`src/rtl/fifo_pkg.sv`:
```
// Definitions shared by the async FIFO and its write-side scheduler.
// Holds default widths, the arbiter state encoding and a clog2 helper.
package fifo_pkg;

  localparam int DEFAULT_DATA_SIZE = 8;
  localparam int DEFAULT_ADDR_SIZE = 4;

  typedef enum logic {
    IDLE  = 1'b0,
    BURST = 1'b1
  } arb_state_t;

  // Ceiling log2; usable in parameter expressions.
  function automatic int clog2(input int value);
    int result;
    int v;
    result = 0;
    v = value - 1;
    while (v > 0) begin
      result = result + 1;
      v = v >> 1;
    end
    return result;
  endfunction

endpackage

```
`src/rtl/fifo_wr_arbiter_rr_pick.sv`:
```
// Combinational rotate-priority encoder: returns the first set request
// after 'last', wrapping modulo NUM_REQ.
module rr_pick
  import fifo_pkg::*;
#(
  parameter int NUM_REQ = 4,
  parameter int IDX_W   = clog2(NUM_REQ)
) (
  input  logic [NUM_REQ-1:0] req,
  input  logic [IDX_W-1:0]   last,
  output logic               valid,
  output logic [IDX_W-1:0]   idx
);

  logic [IDX_W-1:0] cand;

  // Scan from the farthest candidate back to last+1 so the nearest set bit wins.
  always_comb begin
    valid = |req;
    idx   = last;
    cand  = '0;
    for (int i = NUM_REQ; i >= 1; i--) begin
      cand = IDX_W'((int'(last) + i) % NUM_REQ);
      if (req[cand]) begin
        idx = cand;
      end
    end
  end

endmodule

```
`src/rtl/fifo_wr_arbiter.sv`:
```
// Round-robin write-port scheduler for the async FIFO with bounded bursts,
// full-flag back-pressure and a saturating stall counter.
module fifo_wr_arbiter
  import fifo_pkg::*;
#(
  parameter int NUM_REQ   = 4,
  parameter int data_size = DEFAULT_DATA_SIZE,
  parameter int MAX_BURST = 4,
  parameter int CNT_W     = 16
) (
  input  logic                           clk_wr,
  input  logic                           reset,
  input  logic                           en,
  input  logic [NUM_REQ-1:0]             req,
  input  logic [NUM_REQ*data_size-1:0]   data,
  output logic [NUM_REQ-1:0]             ack,
  input  logic                           w_full,
  output logic                           fifo_we,
  output logic [data_size-1:0]           fifo_wdata,
  output logic                           busy,
  output logic [clog2(NUM_REQ)-1:0]      owner,
  output logic [CNT_W-1:0]               stall_cnt
);

  localparam int OW = clog2(NUM_REQ);
  localparam int BW = clog2(MAX_BURST) + 1;

  arb_state_t        state_q, state_d;
  logic [OW-1:0]     owner_q, owner_d;
  logic [BW-1:0]     beat_cnt_q, beat_cnt_d;
  logic [CNT_W-1:0]  stall_cnt_q, stall_cnt_d;

  logic              pick_valid;
  logic [OW-1:0]     pick_idx;

  rr_pick #(
    .NUM_REQ (NUM_REQ),
    .IDX_W   (OW)
  ) u_rr_pick (
    .req   (req),
    .last  (owner_q),
    .valid (pick_valid),
    .idx   (pick_idx)
  );

  always_ff @(posedge clk_wr) begin
    if (!reset) begin
      state_q     <= IDLE;
      owner_q     <= OW'(NUM_REQ - 1);
      beat_cnt_q  <= '0;
      stall_cnt_q <= '0;
    end else begin
      state_q     <= state_d;
      owner_q     <= owner_d;
      beat_cnt_q  <= beat_cnt_d;
      stall_cnt_q <= stall_cnt_d;
    end
  end

  always_comb begin
    state_d     = state_q;
    owner_d     = owner_q;
    beat_cnt_d  = beat_cnt_q;
    stall_cnt_d = stall_cnt_q;
    case (state_q)
      IDLE: begin
        if (en && pick_valid) begin
          owner_d    = pick_idx;
          beat_cnt_d = '0;
          state_d    = BURST;
        end
      end
      BURST: begin
        // Dropping req ends the grant; owner is kept so rotation continues past it.
        if (!req[owner_q]) begin
          state_d = IDLE;
        end else if (w_full) begin
          if (stall_cnt_q != '1) begin
            stall_cnt_d = stall_cnt_q + 1'b1;
          end
        end else begin
          beat_cnt_d = beat_cnt_q + 1'b1;
          if (beat_cnt_q == BW'(MAX_BURST - 1)) begin
            state_d = IDLE;
          end
        end
      end
      default: state_d = IDLE;
    endcase
  end

  always_comb begin
    busy       = (state_q == BURST);
    fifo_we    = 1'b0;
    fifo_wdata = '0;
    ack        = '0;
    if (state_q == BURST) begin
      fifo_wdata   = data[owner_q*data_size +: data_size];
      fifo_we      = req[owner_q] & ~w_full;
      ack[owner_q] = req[owner_q] & ~w_full;
    end
  end

  assign owner     = owner_q;
  assign stall_cnt = stall_cnt_q;

endmodule

```
`config.mk`:
```
export PLATFORM = sky130hd
export DESIGN_NAME = fifo_wr_arbiter
export DESIGN_NICKNAME = d
export VERILOG_FILES = /design/src/rtl/fifo_pkg.sv /design/src/rtl/fifo_wr_arbiter_rr_pick.sv /design/src/rtl/fifo_wr_arbiter.sv
export SDC_FILE = /design/constraint.sdc
export NUM_CORES = 1
export LEC_CHECK = 0
export BUFFER_PORTS_ARGS = -buffer_cell sky130_fd_sc_hd__buf_2
export CORE_MARGIN = 5
export CORE_UTILIZATION = 50
export DETAILED_ROUTE_END_ITERATION = 10
export PLACE_DENSITY = 0.85
export SYNTH_ARGS = -nofsm -noshare
export SYNTH_HDL_FRONTEND = slang
export SYNTH_HIERARCHICAL = 1
export SYNTH_SLANG_ARGS = --single-unit
```
`constraint.sdc`:
```
create_clock -name clk_wr -period 4.7 [get_ports clk_wr]
set_input_delay 0.94 -clock clk_wr [delete_from_list [all_inputs] [get_ports clk_wr]]
set_output_delay 0.94 -clock clk_wr [all_outputs]
set_load 0.1 [all_outputs]
```
==> parameters.txt, run 1 <==
Parameter                              Value

Synthesis
  YS warnings    6
  Most frequent cell after synthesis    sky130_fd_sc_hd__and2_1
  Share of the synthesized area in the top cell type    0.290
  Net count after synthesis    205
  Number of flops mapped to enable cells by yosys    0
  Synth area leader    sky130_fd_sc_hd__dfxtp_1
  Synthesized flop and latch total    22
  Synth async-reset ratio    0
  Synthesized cell area    1520 sq um
  Post-Syn Area per Cell    9.38 sq um
  Flip-flop cell with the highest count after synthesis    sky130_fd_sc_hd__dfxtp_1
  Synthesized netlist cell count    162
  Cell types with the highest counts after synthesis    24 x sky130_fd_sc_hd__and2_1, 22 x sky130_fd_sc_hd__dfxtp_1, 13 x sky130_fd_sc_hd__nand3_1, 13 x sky130_fd_sc_hd__xor2_1, 8 x sky130_fd_sc_hd__nand2_1
  Unique masters post-synth    38
  Sequential cell area fraction in the yosys report    0.290
  Largest cells by area after synthesis    sky130_fd_sc_hd__dfxtp_1 29%, sky130_fd_sc_hd__mux4_2 10%, sky130_fd_sc_hd__and2_1 9.9%, sky130_fd_sc_hd__xor2_1 7.5%, sky130_fd_sc_hd__nand3_1 4.3%

Clock network
  CTS tree    done
  Number of clock buffers inserted by TritonCTS    3
  Clock latency on the worst-skew pair    0.31 ns
  Resize count post-CTS    0
  Total number of clock tree sinks    22
  Register clock-pin slew on the reported worst setup and hold paths    0.13 ns
  Number of H-tree levels    1
  Clock tree root buffer cell    sky130_fd_sc_hd__clkbuf_4
  Number of hold buffers added after CTS    0
  Post-CTS repair timing setup buffer count    0
  Deepest clock path buffer count    2

Min path
  Hold Path Class    reg2reg
  Startpoint of the tightest hold check path    beat_cnt_q[1]
  Min-Delay Path Depth    2

Routing
  Number of iterations in the first detailed-routing pass    4
  Post-route antenna net violation count    0
  Drt wl/cell    14.0 um
  DR vias    1427
  Detailed Route Iter0 Violations    72
  Remaining routing DRC violations    0
  Routed Wire Length    3690 um
  Vias per inst    5.43

Worst setup path
  Path type of the worst setup path    reg2out
  CP Launch Type    flop
  Arrival time at the worst endpoint    2.64 ns
  Required arrival time at the worst endpoint    3.76 ns
  Worst Setup SP    owner[1]
  Path depth of the worst reg2reg path    5
  Crit Path Max Fanout    24
  Endpoint class of the critical path    primary output
  Startpoint of the worst-slack reg-to-reg timing path    owner[1]

Pwr
  VDD IR-drop max    0.000177 V
  Fraction of power consumed by combinational cells    0.310
  Power density over cell area    257 nW/um^2
  Clock power frac    0.290
  Part of the power in registers    0.400
  Lkg Pwr    0.994 nW
  Net switching power of the design    0.171 mW
  Final total power    0.499 mW
  Sw frac    0.343
  Internal portion of total power    0.328 mW

Floorplanning
  Std-Cell Rows    20
  Core box area    2980 sq um
  Die X    65.1 um
  Die area    4240 sq um
  Die Y    65.1 um
  Initial Utilization    0.510
  I/O pin count    72

GRT
  Residual overflow from global routing    0
  Number of global-route vias before repair    1408
  Wire length of the first global-routing pass    6020 um
  Maximum number of pins on one net before global-route repair    25
  Overall routing resource usage    0.174
  Antenna violations before repair    0

Job
  Number of max-cap violations    0

STA
  Share of the clock period used by the worst path after layout    0.762
  Final number of setup-violating endpoints    0
  Final-layout setup total negative slack    0 ns
  Number of failing hold endpoints at the final stage    0
  Worst Tran Pin Value    0.848 ns
  Worst-case headroom to the max-slew limit    0.434
  Number of pins with negative max-slew slack in the final report    0
  Setup clock skew after layout    0.00918 ns
  Setup repair after global routing missed its margin    false
  Worst Hold Margin    0.502 ns
  Max Freq    279 MHz
  Minimum period implied by the final worst setup slack    3.58 ns

Finish
  Number of nets in the finished design    274
  Area overhead of the layout relative to synthesis    27.9%
  Footprint of the multi-input gates    1020 sq um
  Finished layout cell area    1940 sq um
  Fill cell total of the finished layout    249
  FF+latch area    440 sq um
  Diode count    0
  Layout cell share with drive strength beyond 1    0.400

Placement
  Number of buffers inserted by port buffering    71
  Final weighted congestion in routability-driven placement    0.737
  Final HPWL DP    2890 um
  DP Area    1890 sq um

Outcome
  Run status    complete, no violations
-- cell families after synthesis --
kind of cell | Yosys count | synth area share
AOI/OAI and AO/OA | 15 | 0.0618
xor gates and xnor gates | 13 | 0.0750
adders and majority gates | 3 | 0.0247
buffers and inverters | 13 | 0.0445
DFF | 22 | 0.290
muxes | 15 | 0.181
and+or+nand+nor | 81 | 0.323
-- power by group through the flow --
stage / Combinational [mW] / Clock [mW] / Sequential [mW]
2_1_floorplan: 0.106 / 0 / 0.221
3_3_place_gp: 0.152 / 0 / 0.203
3_5_place_dp: 0.154 / 0 / 0.204
4_1_cts: 0.155 / 0.147 / 0.200
5_1_grt: 0.163 / 0.155 / 0.201
6_report: 0.155 / 0.145 / 0.200
-- layer usage --
layer	part of all wire	GRT usage	routed length [um]	vias up
met3	0.045	0.0291	165	5
met2	0.51	0.309	1890	34
met1	0.43	0.207	1580	659
li1	-	-	-	729
met4	0.013	0.0725	48	0
met5	0	0	0	-
-- final timing paths --
| kind | endpoint | slack, ns |
|---|---|---|
| max | ack[2] | 1.12 |
| min | beat_cnt_q[1] | 0.50 |
| max reg2reg | stall_cnt[13] | 2.35 |
| min reg2reg | beat_cnt_q[1] | 0.50 |
-- layout by cell type (no fill, tap or decap), drive strengths merged, types with 2 or more instances in the layout --
cell,Yosys,final
a21oi,4,4
and2,24,24
and3,3,3
and4,2,2
buf,4,73
clkbuf,5,3
dfxtp,22,22
ha,3,3
inv,4,4
mux2i,5,5
mux4,9,9
nand2,8,8
nand2b,2,2
nand3,13,13
nand3b,3,3
nand4,4,4
nor2,3,3
nor3,4,4
nor3b,3,3
nor4,6,6
nor4b,4,4
o21ai,6,6
xor2,13,13
-- per-stage QoR --
step	util	instances	worst slack, ns
finish	0.653	263	1.12
global route	0.653	263	0.815
CTS	0.653	263	1.11
detailed placement	0.635	259	1.30
global placement	0.635	259	1.34
floorplan	-	162	0.343
-- worst max-delay path: stages (launching register included) --
cell and delay [ns]:
sky130_fd_sc_hd__dfxtp_1 0.90, sky130_fd_sc_hd__mux4_2 0.38, sky130_fd_sc_hd__nand3b_1 0.23, sky130_fd_sc_hd__inv_1 0.20
sky130_fd_sc_hd__nand2_1 0.08, sky130_fd_sc_hd__nor2_2 0.10, sky130_fd_sc_hd__buf_2 0.43
-- registers in the layout, summed over array words and instances (netlist names) --
register	flops
beat_cnt_q	3
owner	2
busy	1
stall_cnt	16
-- layout make-up --
type,count,area share
Tap cell,33,0.0212
Sequential cell,22,0.227
Clock inverter,1,0.0155
Clock buffer,3,0.0116
Timing Repair Buffer,73,0.191
Multi-Input combinational cell,127,0.527
Inverter,4,0.00773
Power figures use the tool's default switching activity.
==> run 2: changes to the inputs <==
- CORE_UTILIZATION: 50 -> 46
- PLACE_DENSITY: 0.85 -> 0.79
- clock period: 4.7 -> 3.5 ns (I/O delays scaled with it)
==> parameters.txt, run 2 (synthesis results as in run 1) <==
Parameter                              Value

Clock network
  CTS tree    done
  Resize count post-CTS    0
  Clock tree root buffer cell    sky130_fd_sc_hd__clkbuf_4
  Register clock-pin slew on the reported worst setup and hold paths    0.11 ns
  Total number of clock tree sinks    22
  Number of clock buffers inserted by TritonCTS    3
  Clock latency on the worst-skew pair    0.30 ns
  Deepest clock path buffer count    2
  Number of H-tree levels    1
  Post-CTS repair timing setup buffer count    0
  Number of hold buffers added after CTS    0

Routing
  Number of iterations in the first detailed-routing pass    5
  Drt wl/cell    13.3 um
  Vias per inst    5.39
  Remaining routing DRC violations    0
  Post-route antenna net violation count    0
  DR vias    1466
  Detailed Route Iter0 Violations    84
  Routed Wire Length    3630 um

Worst setup path
  Crit Path Max Fanout    19
  Endpoint class of the critical path    primary output
  R2r setup slk    1.05 ns
  Required arrival time at the worst endpoint    2.80 ns
  End of the critical path    ack[3]
  Capturing point of the worst reg2reg path    stall_cnt[3]
  Arrival time at the worst endpoint    2.52 ns
  Startpoint of the worst-slack reg-to-reg timing path    stall_cnt[0]
  Path depth of the worst reg2reg path    7
  CP Launch Type    flop
  Worst Setup SP    owner[0]
  Path type of the worst setup path    reg2out

Floorplanning
  Std-Cell Rows    20
  Die Y    67.5 um
  Die X    67.5 um
  Die area    4550 sq um
  Core box area    3100 sq um
  Initial Utilization    0.490
  I/O pin count    72

STA
  Number of pins with negative max-slew slack in the final report    0
  Share of the clock period used by the worst path after layout    0.919
  Setup clock skew after layout    0.00765 ns
  Final-layout setup total negative slack    0 ns
  Max Freq    311 MHz
  Minimum period implied by the final worst setup slack    3.22 ns
  Final number of setup-violating endpoints    0
  Worst Tran Pin Value    0.881 ns
  Setup repair after global routing missed its margin    false
  Number of failing hold endpoints at the final stage    0
  Worst-case headroom to the max-slew limit    0.407

GRT
  Maximum number of pins on one net before global-route repair    25
  Met2 track demand over resource in global routing    0.270
  GR met1 Demand/Resource    0.215
  Wire length of the first global-routing pass    5810 um
  Residual overflow from global routing    0
  Antenna violations before repair    0
  Number of global-route vias before repair    1301
  Most congested layer reported by global routing    met2
  Overall routing resource usage    0.163
  Met3 Track Usage GR    0.0333

Finish
  Diode count    0
  Most common library cell in the layout ignoring fill and taps    sky130_fd_sc_hd__buf_2
  Number of nets in the finished design    273
  Area overhead of the layout relative to synthesis    27.0%
  Highest-count cells in the layout ignoring fill and taps    71 x sky130_fd_sc_hd__buf_2, 24 x sky130_fd_sc_hd__and2_1, 19 x sky130_fd_sc_hd__dfxtp_1, 13 x sky130_fd_sc_hd__nand3_1, 13 x sky130_fd_sc_hd__xor2_1
  Number of flip-flops under the largest register name    16
  Count of non-filler cells in the finished layout    272
  Fill cell total of the finished layout    300
  Layout cell share with drive strength beyond 1    0.412

Placement
  Number of buffers inserted by port buffering    71
  Placed cells    269
  Final HPWL DP    2890 um
  Final weighted congestion in routability-driven placement    0.737

Min path
  Hold Path Class    reg2reg

Outcome
  Run status    complete, no violations

Pwr
  Final total power    0.586 mW
  Lkg Pwr    0.974 nW
  VDD IR-drop max    0.000159 V
  Power density over cell area    304 nW/um^2

Job
  Number of max-cap violations    0
-- run 2: cell count changes in the layout (fill, tap and decap cells not counted), sizes merged --
| cell | previous run | this run |
|---|---|---|
| bufinv | 1 | 0 |
| buf | 73 | 72 |
-- run 2: layout make-up --
type,count,area [sq um],area share
clock buffer,3,22.5,0.0117
inverter,4,15.0,0.00778
multi-input combinational,127,1030,0.534
sequential,22,444,0.230
tap,44,55.1,0.0285
timing repair buffer,72,363,0.188
-- run 2: worst max-delay path, cell delays in order, from the launching register on --
cell and delay, ns:
sky130_fd_sc_hd__dfxtp_2 0.68, sky130_fd_sc_hd__mux4_2 0.60, sky130_fd_sc_hd__nand3b_1 0.27, sky130_fd_sc_hd__inv_1 0.14, sky130_fd_sc_hd__and3_2 0.22, sky130_fd_sc_hd__buf_2 0.29
-- run 2: worst min path at each step --
stage / start / endpoint / slack (ns) / cells past startpoint
finish: beat_cnt_q[1] / beat_cnt_q[1] / 0.49 / 2
global placement: beat_cnt_q[1] / beat_cnt_q[1] / 0.48 / 2
detailed placement: beat_cnt_q[1] / beat_cnt_q[1] / 0.48 / 2
CTS: beat_cnt_q[1] / beat_cnt_q[1] / 0.50 / 2
floorplan: beat_cnt_q[1] / beat_cnt_q[1] / 0.45 / 2
global route: stall_cnt[11] / stall_cnt[11] / 0.57 / 2
-- run 2: metal layers --
metal  wire, um  share of wire
met5          0              0
met4         35         0.0096
met3        284          0.078
met2       1780           0.49
met1       1530           0.42
-- run 2: report_power, final --
group | internal (mW) | switching [mW]
clock network | 0.0402 | 0.0716
registers | 0.256 | 0.0219
logic | 0.0680 | 0.128
-- run 2: through the flow --
stage	area, sq um	worst slack, ns	util	hold slack [ns]
3_3_place_gp	1910	0.567	0.615	0.482
2_1_floorplan	1540	0.0259	-	0.451
4_1_cts	1930	0.272	0.622	0.501
3_5_place_dp	1910	0.560	0.615	0.484
5_1_grt	1930	0.105	0.622	0.572
6_report	1930	0.284	0.622	0.494
